$ cat src/rtl/reaction_timer_core_pkg.sv
// Shared definitions for the reaction-timer measuring stage: result codes,
// FSM encoding, BCD limits and the LFSR step function.
package reaction_timer_core_pkg;

  localparam logic [3:0] ST_TIMING  = 4'd2;
  localparam logic [3:0] ST_HIT     = 4'd3;
  localparam logic [3:0] ST_FAULT   = 4'd4;
  localparam logic [3:0] ST_TIMEOUT = 4'd5;

  localparam logic [3:0] BCD_MAX = 4'd9;

  typedef enum logic [2:0] {
    S_IDLE    = 3'd0,
    S_TIMING  = 3'd1,
    S_HIT     = 3'd2,
    S_FAULT   = 3'd3,
    S_TIMEOUT = 3'd4
  } state_e;

  // 16-bit Fibonacci LFSR, taps 16,14,13,11; a maximal sequence never reaches 0.
  function automatic logic [15:0] lfsr_next(input logic [15:0] s);
    return {s[14:0], s[15] ^ s[13] ^ s[12] ^ s[10]};
  endfunction

endpackage

$ cat src/rtl/reaction_timer_core_bcd_counter_chain.sv
// Packed BCD up-counter with ripple carry that saturates at all 9s.
module bcd_counter_chain
  import reaction_timer_core_pkg::*;
#(
  parameter int DIGITS = 4
) (
  input  logic                clk,
  input  logic                rst,
  input  logic                clr,
  input  logic                inc,
  output logic [4*DIGITS-1:0] q,
  output logic                sat
);

  logic [4*DIGITS-1:0] q_q;
  logic [4*DIGITS-1:0] q_d;
  logic                carry_s;
  logic                sat_s;

  // Saturation detect and ripple increment of the digit chain.
  always_comb begin
    q_d     = q_q;
    carry_s = 1'b1;
    sat_s   = 1'b1;
    for (int i = 0; i < DIGITS; i++) begin
      sat_s = sat_s && (q_q[4*i +: 4] == BCD_MAX);
    end
    if (clr) begin
      q_d = {(4*DIGITS){1'b0}};
    end else if (inc && !sat_s) begin
      for (int j = 0; j < DIGITS; j++) begin
        if (carry_s) begin
          if (q_q[4*j +: 4] == BCD_MAX) begin
            q_d[4*j +: 4] = 4'd0;
            carry_s       = 1'b1;
          end else begin
            q_d[4*j +: 4] = q_q[4*j +: 4] + 4'd1;
            carry_s       = 1'b0;
          end
        end else begin
          q_d[4*j +: 4] = q_q[4*j +: 4];
          carry_s       = 1'b0;
        end
      end
    end else begin
      q_d = q_q;
    end
  end

  // Counter state register.
  always_ff @(posedge clk) begin
    if (rst) begin
      q_q <= {(4*DIGITS){1'b0}};
    end else begin
      q_q <= q_d;
    end
  end

  assign q   = q_q;
  assign sat = sat_s;

endmodule

$ cat src/rtl/reaction_timer_core.sv
// Measuring stage of the reaction-timer game: lights a random target, times
// the player's response in BCD and latches the outcome.
module reaction_timer_core
  import reaction_timer_core_pkg::*;
#(
  parameter int          TICK_DIV    = 50000,
  parameter int          DIGITS      = 4,
  parameter int          NUM_TARGETS = 8,
  parameter int          SW_WIDTH    = 10,
  parameter int          STRICT      = 1,
  parameter logic [15:0] LFSR_SEED   = 16'hACE1
) (
  input  logic                clk,
  input  logic                rst,
  input  logic                en,
  input  logic [SW_WIDTH-1:0] SW,
  output logic [SW_WIDTH-1:0] LEDR,
  output logic [4*DIGITS-1:0] elapsed,
  output logic [4*DIGITS-1:0] score,
  output logic                done,
  output logic [3:0]          out_state
);

  localparam int            PW         = $clog2(TICK_DIV);
  localparam int            TW         = $clog2(NUM_TARGETS);
  localparam logic [PW-1:0] PRESC_LAST = PW'(TICK_DIV - 1);

  state_e              state_q;
  logic [15:0]         lfsr_q;
  logic [TW-1:0]       target_q;
  logic [PW-1:0]       presc_q;
  logic [SW_WIDTH-1:0] ledr_q;
  logic [4*DIGITS-1:0] score_q;
  logic                done_q;
  logic [3:0]          out_state_q;

  logic [4*DIGITS-1:0] elapsed_s;
  logic                sat_s;
  logic                tick_s;
  logic                hit_s;
  logic                fault_s;
  logic                clr_s;
  logic                inc_s;
  logic [TW-1:0]       target_s;

  function automatic logic [SW_WIDTH-1:0] onehot(input logic [TW-1:0] idx);
    return {{(SW_WIDTH-1){1'b0}}, 1'b1} << idx;
  endfunction

  // Round conditions; a hit or fault suppresses the tick so the score is the
  // count as it stood before this edge.
  always_comb begin
    target_s = TW'(lfsr_q % 16'(NUM_TARGETS));
    tick_s   = (state_q == S_TIMING) && (presc_q == PRESC_LAST);
    hit_s    = (state_q == S_TIMING) && (SW == ledr_q);
    fault_s  = (STRICT != 0) && (state_q == S_TIMING) &&
               (SW != {SW_WIDTH{1'b0}}) && (SW != ledr_q);
    clr_s    = (state_q == S_IDLE) || !en;
    inc_s    = en && tick_s && !hit_s && !fault_s;
  end

  bcd_counter_chain #(
    .DIGITS(DIGITS)
  ) u_bcd (
    .clk (clk),
    .rst (rst),
    .clr (clr_s),
    .inc (inc_s),
    .q   (elapsed_s),
    .sat (sat_s)
  );

  // Round FSM with LFSR, prescaler and all registered outputs.
  always_ff @(posedge clk) begin
    if (rst) begin
      state_q     <= S_IDLE;
      lfsr_q      <= LFSR_SEED;
      target_q    <= {TW{1'b0}};
      presc_q     <= {PW{1'b0}};
      ledr_q      <= {SW_WIDTH{1'b0}};
      score_q     <= {(4*DIGITS){1'b0}};
      done_q      <= 1'b0;
      out_state_q <= ST_TIMING;
    end else begin
      lfsr_q <= lfsr_next(lfsr_q);
      done_q <= 1'b0;
      case (state_q)
        S_IDLE: begin
          presc_q     <= {PW{1'b0}};
          out_state_q <= ST_TIMING;
          if (en) begin
            target_q <= target_s;
            ledr_q   <= onehot(target_s);
            state_q  <= S_TIMING;
          end else begin
            ledr_q <= {SW_WIDTH{1'b0}};
          end
        end
        S_TIMING: begin
          if (!en) begin
            state_q <= S_IDLE;
            ledr_q  <= {SW_WIDTH{1'b0}};
            presc_q <= {PW{1'b0}};
          end else if (hit_s) begin
            state_q     <= S_HIT;
            score_q     <= elapsed_s;
            done_q      <= 1'b1;
            out_state_q <= ST_HIT;
            ledr_q      <= {SW_WIDTH{1'b0}};
          end else if (fault_s) begin
            state_q     <= S_FAULT;
            score_q     <= elapsed_s;
            done_q      <= 1'b1;
            out_state_q <= ST_FAULT;
            ledr_q      <= {SW_WIDTH{1'b0}};
          end else if (tick_s && sat_s) begin
            state_q     <= S_TIMEOUT;
            score_q     <= elapsed_s;
            done_q      <= 1'b1;
            out_state_q <= ST_TIMEOUT;
            ledr_q      <= {SW_WIDTH{1'b0}};
          end else if (tick_s) begin
            presc_q <= {PW{1'b0}};
          end else begin
            presc_q <= presc_q + PW'(1);
          end
        end
        S_HIT, S_FAULT, S_TIMEOUT: begin
          ledr_q <= {SW_WIDTH{1'b0}};
          if (!en) begin
            state_q     <= S_IDLE;
            out_state_q <= ST_TIMING;
          end else begin
            state_q <= state_q;
          end
        end
        default: begin
          state_q     <= S_IDLE;
          ledr_q      <= {SW_WIDTH{1'b0}};
          presc_q     <= {PW{1'b0}};
          out_state_q <= ST_TIMING;
        end
      endcase
    end
  end

  assign LEDR      = ledr_q;
  assign elapsed   = elapsed_s;
  assign score     = score_q;
  assign done      = done_q;
  assign out_state = out_state_q;

endmodule
$ cat config.mk
export PLATFORM = sky130hd
export DESIGN_NAME = reaction_timer_core
export DESIGN_NICKNAME = d
export VERILOG_FILES = /design/src/rtl/reaction_timer_core_pkg.sv /design/src/rtl/reaction_timer_core_bcd_counter_chain.sv /design/src/rtl/reaction_timer_core.sv
export SDC_FILE = /design/constraint.sdc
export NUM_CORES = 1
export LEC_CHECK = 0
export ABC_AREA = 1
export BUFFER_PORTS_ARGS = -buffer_cell sky130_fd_sc_hd__buf_2
export CORE_ASPECT_RATIO = 1.25
export CORE_MARGIN = 4
export CORE_UTILIZATION = 25
export DETAILED_ROUTE_END_ITERATION = 16
export PLACE_DENSITY_LB_ADDON = 0.12
export SLEW_MARGIN = 40
export SYNTH_ARGS = -nofsm -noshare
export SYNTH_HDL_FRONTEND = slang
export SYNTH_HIERARCHICAL = 1
export SYNTH_SLANG_ARGS = --single-unit
$ cat constraint.sdc
create_clock -name clk -period 4.7 [get_ports clk]
set_input_delay 0.94 -clock clk [delete_from_list [all_inputs] [get_ports clk]]
set_output_delay 0.94 -clock clk [all_outputs]
set_load 0.05 [all_outputs]
---- Word level (Yosys, flattened, before mapping) ----
Cells that the tools add are included.
word-level totals
  register bits ........................... 82
  output and inout bits ................... 47
  input bits .............................. 13
  logic and storage cells ................. 118
operators by class
  reduce and logical (&&, ||, !) cells .... 30
  multiplexer cells ....................... 46
  shift operators ......................... 1
  bitwise logic cells ..................... 6
  equality and inequality tests ........... 19
  $add $sub $neg .......................... 5
operators by type and width
  operator               count
  $mux 16                8
  $mux 10                5
  $mux 4                 9
  $pmux 16 s2            1
  $pmux 10 s2            1
  $mux 3                 6
  $add 16x1->16 const B  1
  $add 4x1->4 const B    4
  $eq 16x16->1 const B   1
  $eq 4x4->1 const B     4
  $mux 1                 14
  $logic_and 1x1->1      12
  $eq 10x10->1           1
  $ne 10x10->1           1
  $reduce_bool 10->1     1
  $shl 1x3->10 const A   1
  $ne 3x3->1 const B     3
  $pmux 3 s3             1
  $reduce_and 3->1       3
  $pmux 4 s2             1
  $eq 3x2->1 const B     2
  $ne 2x2->1 const B     3
  $reduce_and 2->1       3
  $reduce_or 3->1        2
  12 further kinds       19

---- Longest topological paths before layout ----
  depth in word-level cells ............... 15
  mapped depth ............................ 13
  gate-level depth less buffers ........... 13

---- Modules after synthesis ----
The synthesis kept the hierarchy.
by module, submodules not included
  module               seq. area each (um2)  instances  cells each  area an instance (um2)
  reaction_timer_core  1261.2                1          470         3286.9
  bcd_counter_chain    320.3                 1          144         944.7

---- Worst setup path after synthesis ----
OpenSTA, ideal clock, no wires.
  kind .................................... input -> register
  start ................................... input SW[0]
  end ..................................... register u_bcd.q_q[6] (netlist: u_bcd/q[6])
  data arrival time ....................... 2.496 ns
  cell stages on the path ................. 10
  slack ................................... 2.070 ns
  buffers on the path ..................... 1
  library setup time ...................... 0.134 ns
  data required time ...................... 4.566 ns
  cell sequence ........................... nor2_1 -> nand3_1 -> nor2_1 -> nand2_1 -> o21bai_1 -> a211oi_1 -> buf_1 -> nand3_2 -> nand2_1 -> a21oi_1
between the ends
  cells in the longest elaborated chain, start to end .. 7
  elaborated cells between the ends (all ways) .. 12
  classes of those cells .................. eq/ne: 2; reduce/logical: 10
RTL lines
  what                                                  line                                                  text
  start, declared                                       reaction_timer_core.sv:16                             input logic [SW_WIDTH-1:0] SW,
  $eq 10x10->1 or $reduce_bool 10->1 (tied branches)    reaction_timer_core.sv:55, reaction_timer_core.sv:57
  $logic_and 1x1->1, on equally long branches           reaction_timer_core.sv:55, reaction_timer_core.sv:56
  $logic_not 1->1 or $logic_and 1x1->1 (tied branches)  reaction_timer_core.sv:59, reaction_timer_core.sv:57
  $logic_and 1x1->1 or $logic_not 1->1 (tied branches)  reaction_timer_core.sv:59                             inc_s = en && tick_s && !hit_s && !fault_s;
  $logic_and 1x1->1 *                                   reaction_timer_core.sv:59
  via inc_s                                             reaction_timer_core.sv:43                             logic inc_s;
  $logic_and 1x1->1 *                                   reaction_timer_core_bcd_counter_chain.sv:30           end else if (inc && !sat_s) begin
  $reduce_and 2->1 (no line) *                          --
  end signal, assigned                                  reaction_timer_core_bcd_counter_chain.sv:53           q_q <= {(4*DIGITS){1'b0}};
  end signal, assigned                                  reaction_timer_core_bcd_counter_chain.sv:55           q_q <= q_d;
  end, declared                                         reaction_timer_core_bcd_counter_chain.sv:15           logic [4*DIGITS-1:0] q_q;
The timed path passes the listed nets; every way through them passes the cells marked *.
A chain may end at the register's enable or synchronous reset.

---- Worst setup path after layout ----
  start ................................... register state_q[1]
  end ..................................... register u_bcd.q_q[10] (netlist: u_bcd/q[10])
between the ends
  cells in the longest elaborated chain, start to end .. 7
  elaborated cells between the ends (all ways) .. 15
  classes of those cells .................. eq/ne: 1; reduce/logical: 14
RTL lines
  what                                                  line                                                                             text
  start, declared                                       reaction_timer_core.sv:28                                                        state_e state_q;
  start signal, assigned                                reaction_timer_core.sv:134                                                       state_q <= state_q;
  $eq 3x1->1 *                                          reaction_timer_core.sv:54, reaction_timer_core.sv:55, reaction_timer_core.sv:56
  $logic_and 1x1->1, on equally long branches           reaction_timer_core.sv:54, reaction_timer_core.sv:55, reaction_timer_core.sv:56
  $logic_and 1x1->1, or another cell as far along       reaction_timer_core.sv:59
  $logic_and 1x1->1 or $logic_not 1->1 (tied branches)  reaction_timer_core.sv:59
  $logic_and 1x1->1 *                                   reaction_timer_core.sv:59
  via inc_s                                             reaction_timer_core.sv:43
  $logic_and 1x1->1 *                                   reaction_timer_core_bcd_counter_chain.sv:30
  $reduce_and 2->1 (no line) *                          --
Marks and branches as above.

==> flow_summary.json <==
{
  "cts_root_buf": "clkbuf_16",
  "layout_common_cells": "140 x nand2_1, 79 x dfxtp_1, 75 x nor2_1",
  "numCtsBuffers": 9,
  "area_delta_synth_final_pct": 16.9,
  "cts-resized-gates": 0,
  "grt_usage_pct": 12.7,
  "final_common_cell": "nand2_1",
  "cp-start-kind": "flop",
  "slowest_stage": "a211oi_4",
  "synth.distinct_cells": 42,
  "internal_power_uw": 1160,
  "dpl.hpwl_microns": 8460,
  "clock-sinks": 79,
  "final-hold-violation-count": 0,
  "viasPerCell": 4.64,
  "min_period_over_period_pct": 60.9,
  "final_layout_size_suffix_gt1_share_pct": 20.3,
  "regArea_sq_mm": 0.00158,
  "grt_setup_unrepaired": "false",
  "detail_route.wl_per_cell_microns": 13.4,
  "drc": 0,
  "io_pins": 60,
  "combPwrFrac_pct": 21.4,
  "multiInputGateArea_sq_mm": 0.00225,
  "start_util_pct": 25.8,
  "slew_violations": 0,
  "drtPass1Iterations": 5,
  "yosys_warnings": 6,
  "worst-path-max-fanout": 12,
  "grt_pass1_wl_microns": 20000,
  "synth_flop_cell": "dfxtp_1",
  "yosysTopAreaCell": "dfxtp_1",
  "ir_worst_vdd_mv": 0.168,
  "cts_hold_buf": 0,
  "layout_min_cycle_time_ns": 2.86,
  "async_flop_share_pct": 0,
  "fin_skew_ns": 0.00798,
  "tritoncts": "yes",
  "status": "finished clean",
  "fillers": 1839,
  "synth-edff-count": 0,
  "n_antenna_cell": 0,
  "gp_congestion": 0.851,
  "max_stage_delay_ns": 0.60,
  "cts_buffer_depth": 2,
  "grt-ovfl-total": 0,
  "fp.coreArea_sq_mm": 0.0164,
  "powerDensity_mw_per_mm2": 355,
  "post-cts-setup-buffer-count": 0,
  "grt_pass1_vias": 4003,
  "critPathArrivalTime_ns": 3.09,
  "seqPwrFrac_pct": 42.0,
  "drtIter0Drc": 208,
  "syn_area_sq_mm": 0.00423,
  "syn_area_per_cell_sq_um": 6.89,
  "portBuffers": 56,
  "dieArea_sq_mm": 0.0191,
  "hold_path.class": "flop to flop",
  "h-tree-depth": 3,
  "wl_microns": 11800,
  "crit_required_ns": 4.93,
  "clkPwrFrac_pct": 36.6,
  "slew_headroom_pct": 54.5,
  "cp-end-kind": "flop",
  "critPathMostFrequentCell": "nor2_1",
  "grt_max_degree": 31,
  "die_x_microns": 124,
  "switching_share_pct": 33.9,
  "switchingPower_uw": 596,
  "clkTransAtPathRegs_ns": 0.06,
  "crit_chain": "nor2_1 > nand2_1 > inv_1 > nand4_4 > a211oi_4 > o211ai_2 > o21ai_1 > nor2_1",
  "holdWs_ns": 0.404,
  "synthTopCellsByArea": "dfxtp_1 37%, nand2_1 12%, nor2_1 6.7%",
  "max_cap_violations": 0,
  "nets": 677,
  "setup_viol": 0,
  "dr_total_vias": 4093,
  "synth_cells": 614,
  "final_antenna_net_count": 0,
  "postLayoutCoreUtil_pct": 30.2,
  "clk_latency_ns": 0.34,
  "worst_pin_slew_ns": 0.680,
  "num_rows": 52,
  "fin_tns_setup_ns": 0,
  "grt_antenna_before_repair": 0,
  "max_freq_mhz": 349,
  "synth_top_area_share_pct": 37.4,
  "path_class": "flop to flop",
  "die_h_microns": 153,
  "p_leak_uw": 0.00200,
  "ys_seq_elements": 79,
  "ys_seq_area_share_pct": 37.4
}
## path summary, 6_finish.rpt
path | start | end | slack (ns) | cells past startpoint
setup / recovery | state_q[1] | u_bcd/q[10] | 1.84 | 8
hold / removal | lfsr_q[7] | lfsr_q[8] | 0.40 | 2
setup reg to reg | state_q[1] | u_bcd/q[10] | 1.84 | 8
hold reg to reg | lfsr_q[7] | lfsr_q[8] | 0.40 | 2
## routing by layer
layer	vias to the layer above	global-route usage (%)	routed length, microns
met5	-	0	0
met4	0	5.27	211
met3	13	2.41	415
met2	80	22.2	5930
met1	1921	15.2	5240
li1	2079	-	-
## Yosys cell counts, types with 2 or more instances
cell and count:
xor2_1 7, nand4_1 24, a21oi_2 10, nor2_4 3
nand2_1 140, nor2_1 75, o21ai_0 20, or2_2 10
nand3_1 44, buf_1 2, nand2_4 2, nand3b_1 5
o21bai_1 3, xnor2_1 4, inv_2 10, nand2_2 5
clkinv_1 2, o21ai_1 8, buf_2 5, inv_1 63
buf_4 3, a21oi_1 44, nand3_2 8, clkbuf_1 8
buf_6 3, nor3_1 6, dfxtp_1 79, nor2_2 7
## cells by family after synthesis
logic type      count (synthesis)  share of synthesized area, %
compound gates                 89                          12.2
xor+xnor                       11                          2.28
fa+ha+maj                       1                         0.296
buf+inv                        98                          9.93
flops                          79                          37.4
other cells                     1                        0.0886
simple gates                  335                          37.9
## final cells by class
class | instances | area share [%]
clock buffers | 11 | 4.91
repair buffers | 58 | 5.97
flip-flops and latches | 79 | 32.0
well taps | 216 | 5.46
clock inverters | 3 | 0.430
inverters | 76 | 5.79
multi-input cells | 439 | 45.5
## metrics by stage
| stage | instance area, sq um | power (uW) | instances | setup WS, ns |
|---|---|---|---|---|
| detailed placement | 4680 | 1130 | 868 | 1.57 |
| CTS | 4950 | 1790 | 882 | 1.75 |
| floorplan | 4240 | 1040 | 616 | 2.07 |
| finish | 4950 | 1760 | 882 | 1.84 |
| global placement | 4680 | 1130 | 868 | 1.46 |
| global route | 4950 | 1860 | 882 | 1.60 |
## worst max-delay path: cells and delay by family (launching register included)
family                 cells  cell delay, ns
AOI/OAI and AO/OA          3            1.11
buffers and inverters      1            0.56
DFF                        1            0.32
and+or+nand+nor            4            0.75
## sequential cells by signal (all words and copies together), names as in the netlist
register	cells
state_q	3
out_state	3
presc_q	16
lfsr_q	16
LEDR	8
score	16
done	1
u_bcd/q	16
## power groups by stage
| stage | clock network (uW) | registers (uW) | logic, uW |
|---|---|---|---|
| after global routing | 696 | 742 | 424 |
| after floorplan | 0 | 784 | 259 |
| after detailed placement | 0 | 752 | 382 |
| final | 643 | 737 | 376 |
| after global placement | 0 | 751 | 381 |
| after CTS | 667 | 737 | 383 |
(Power assumes the default switching activity.)
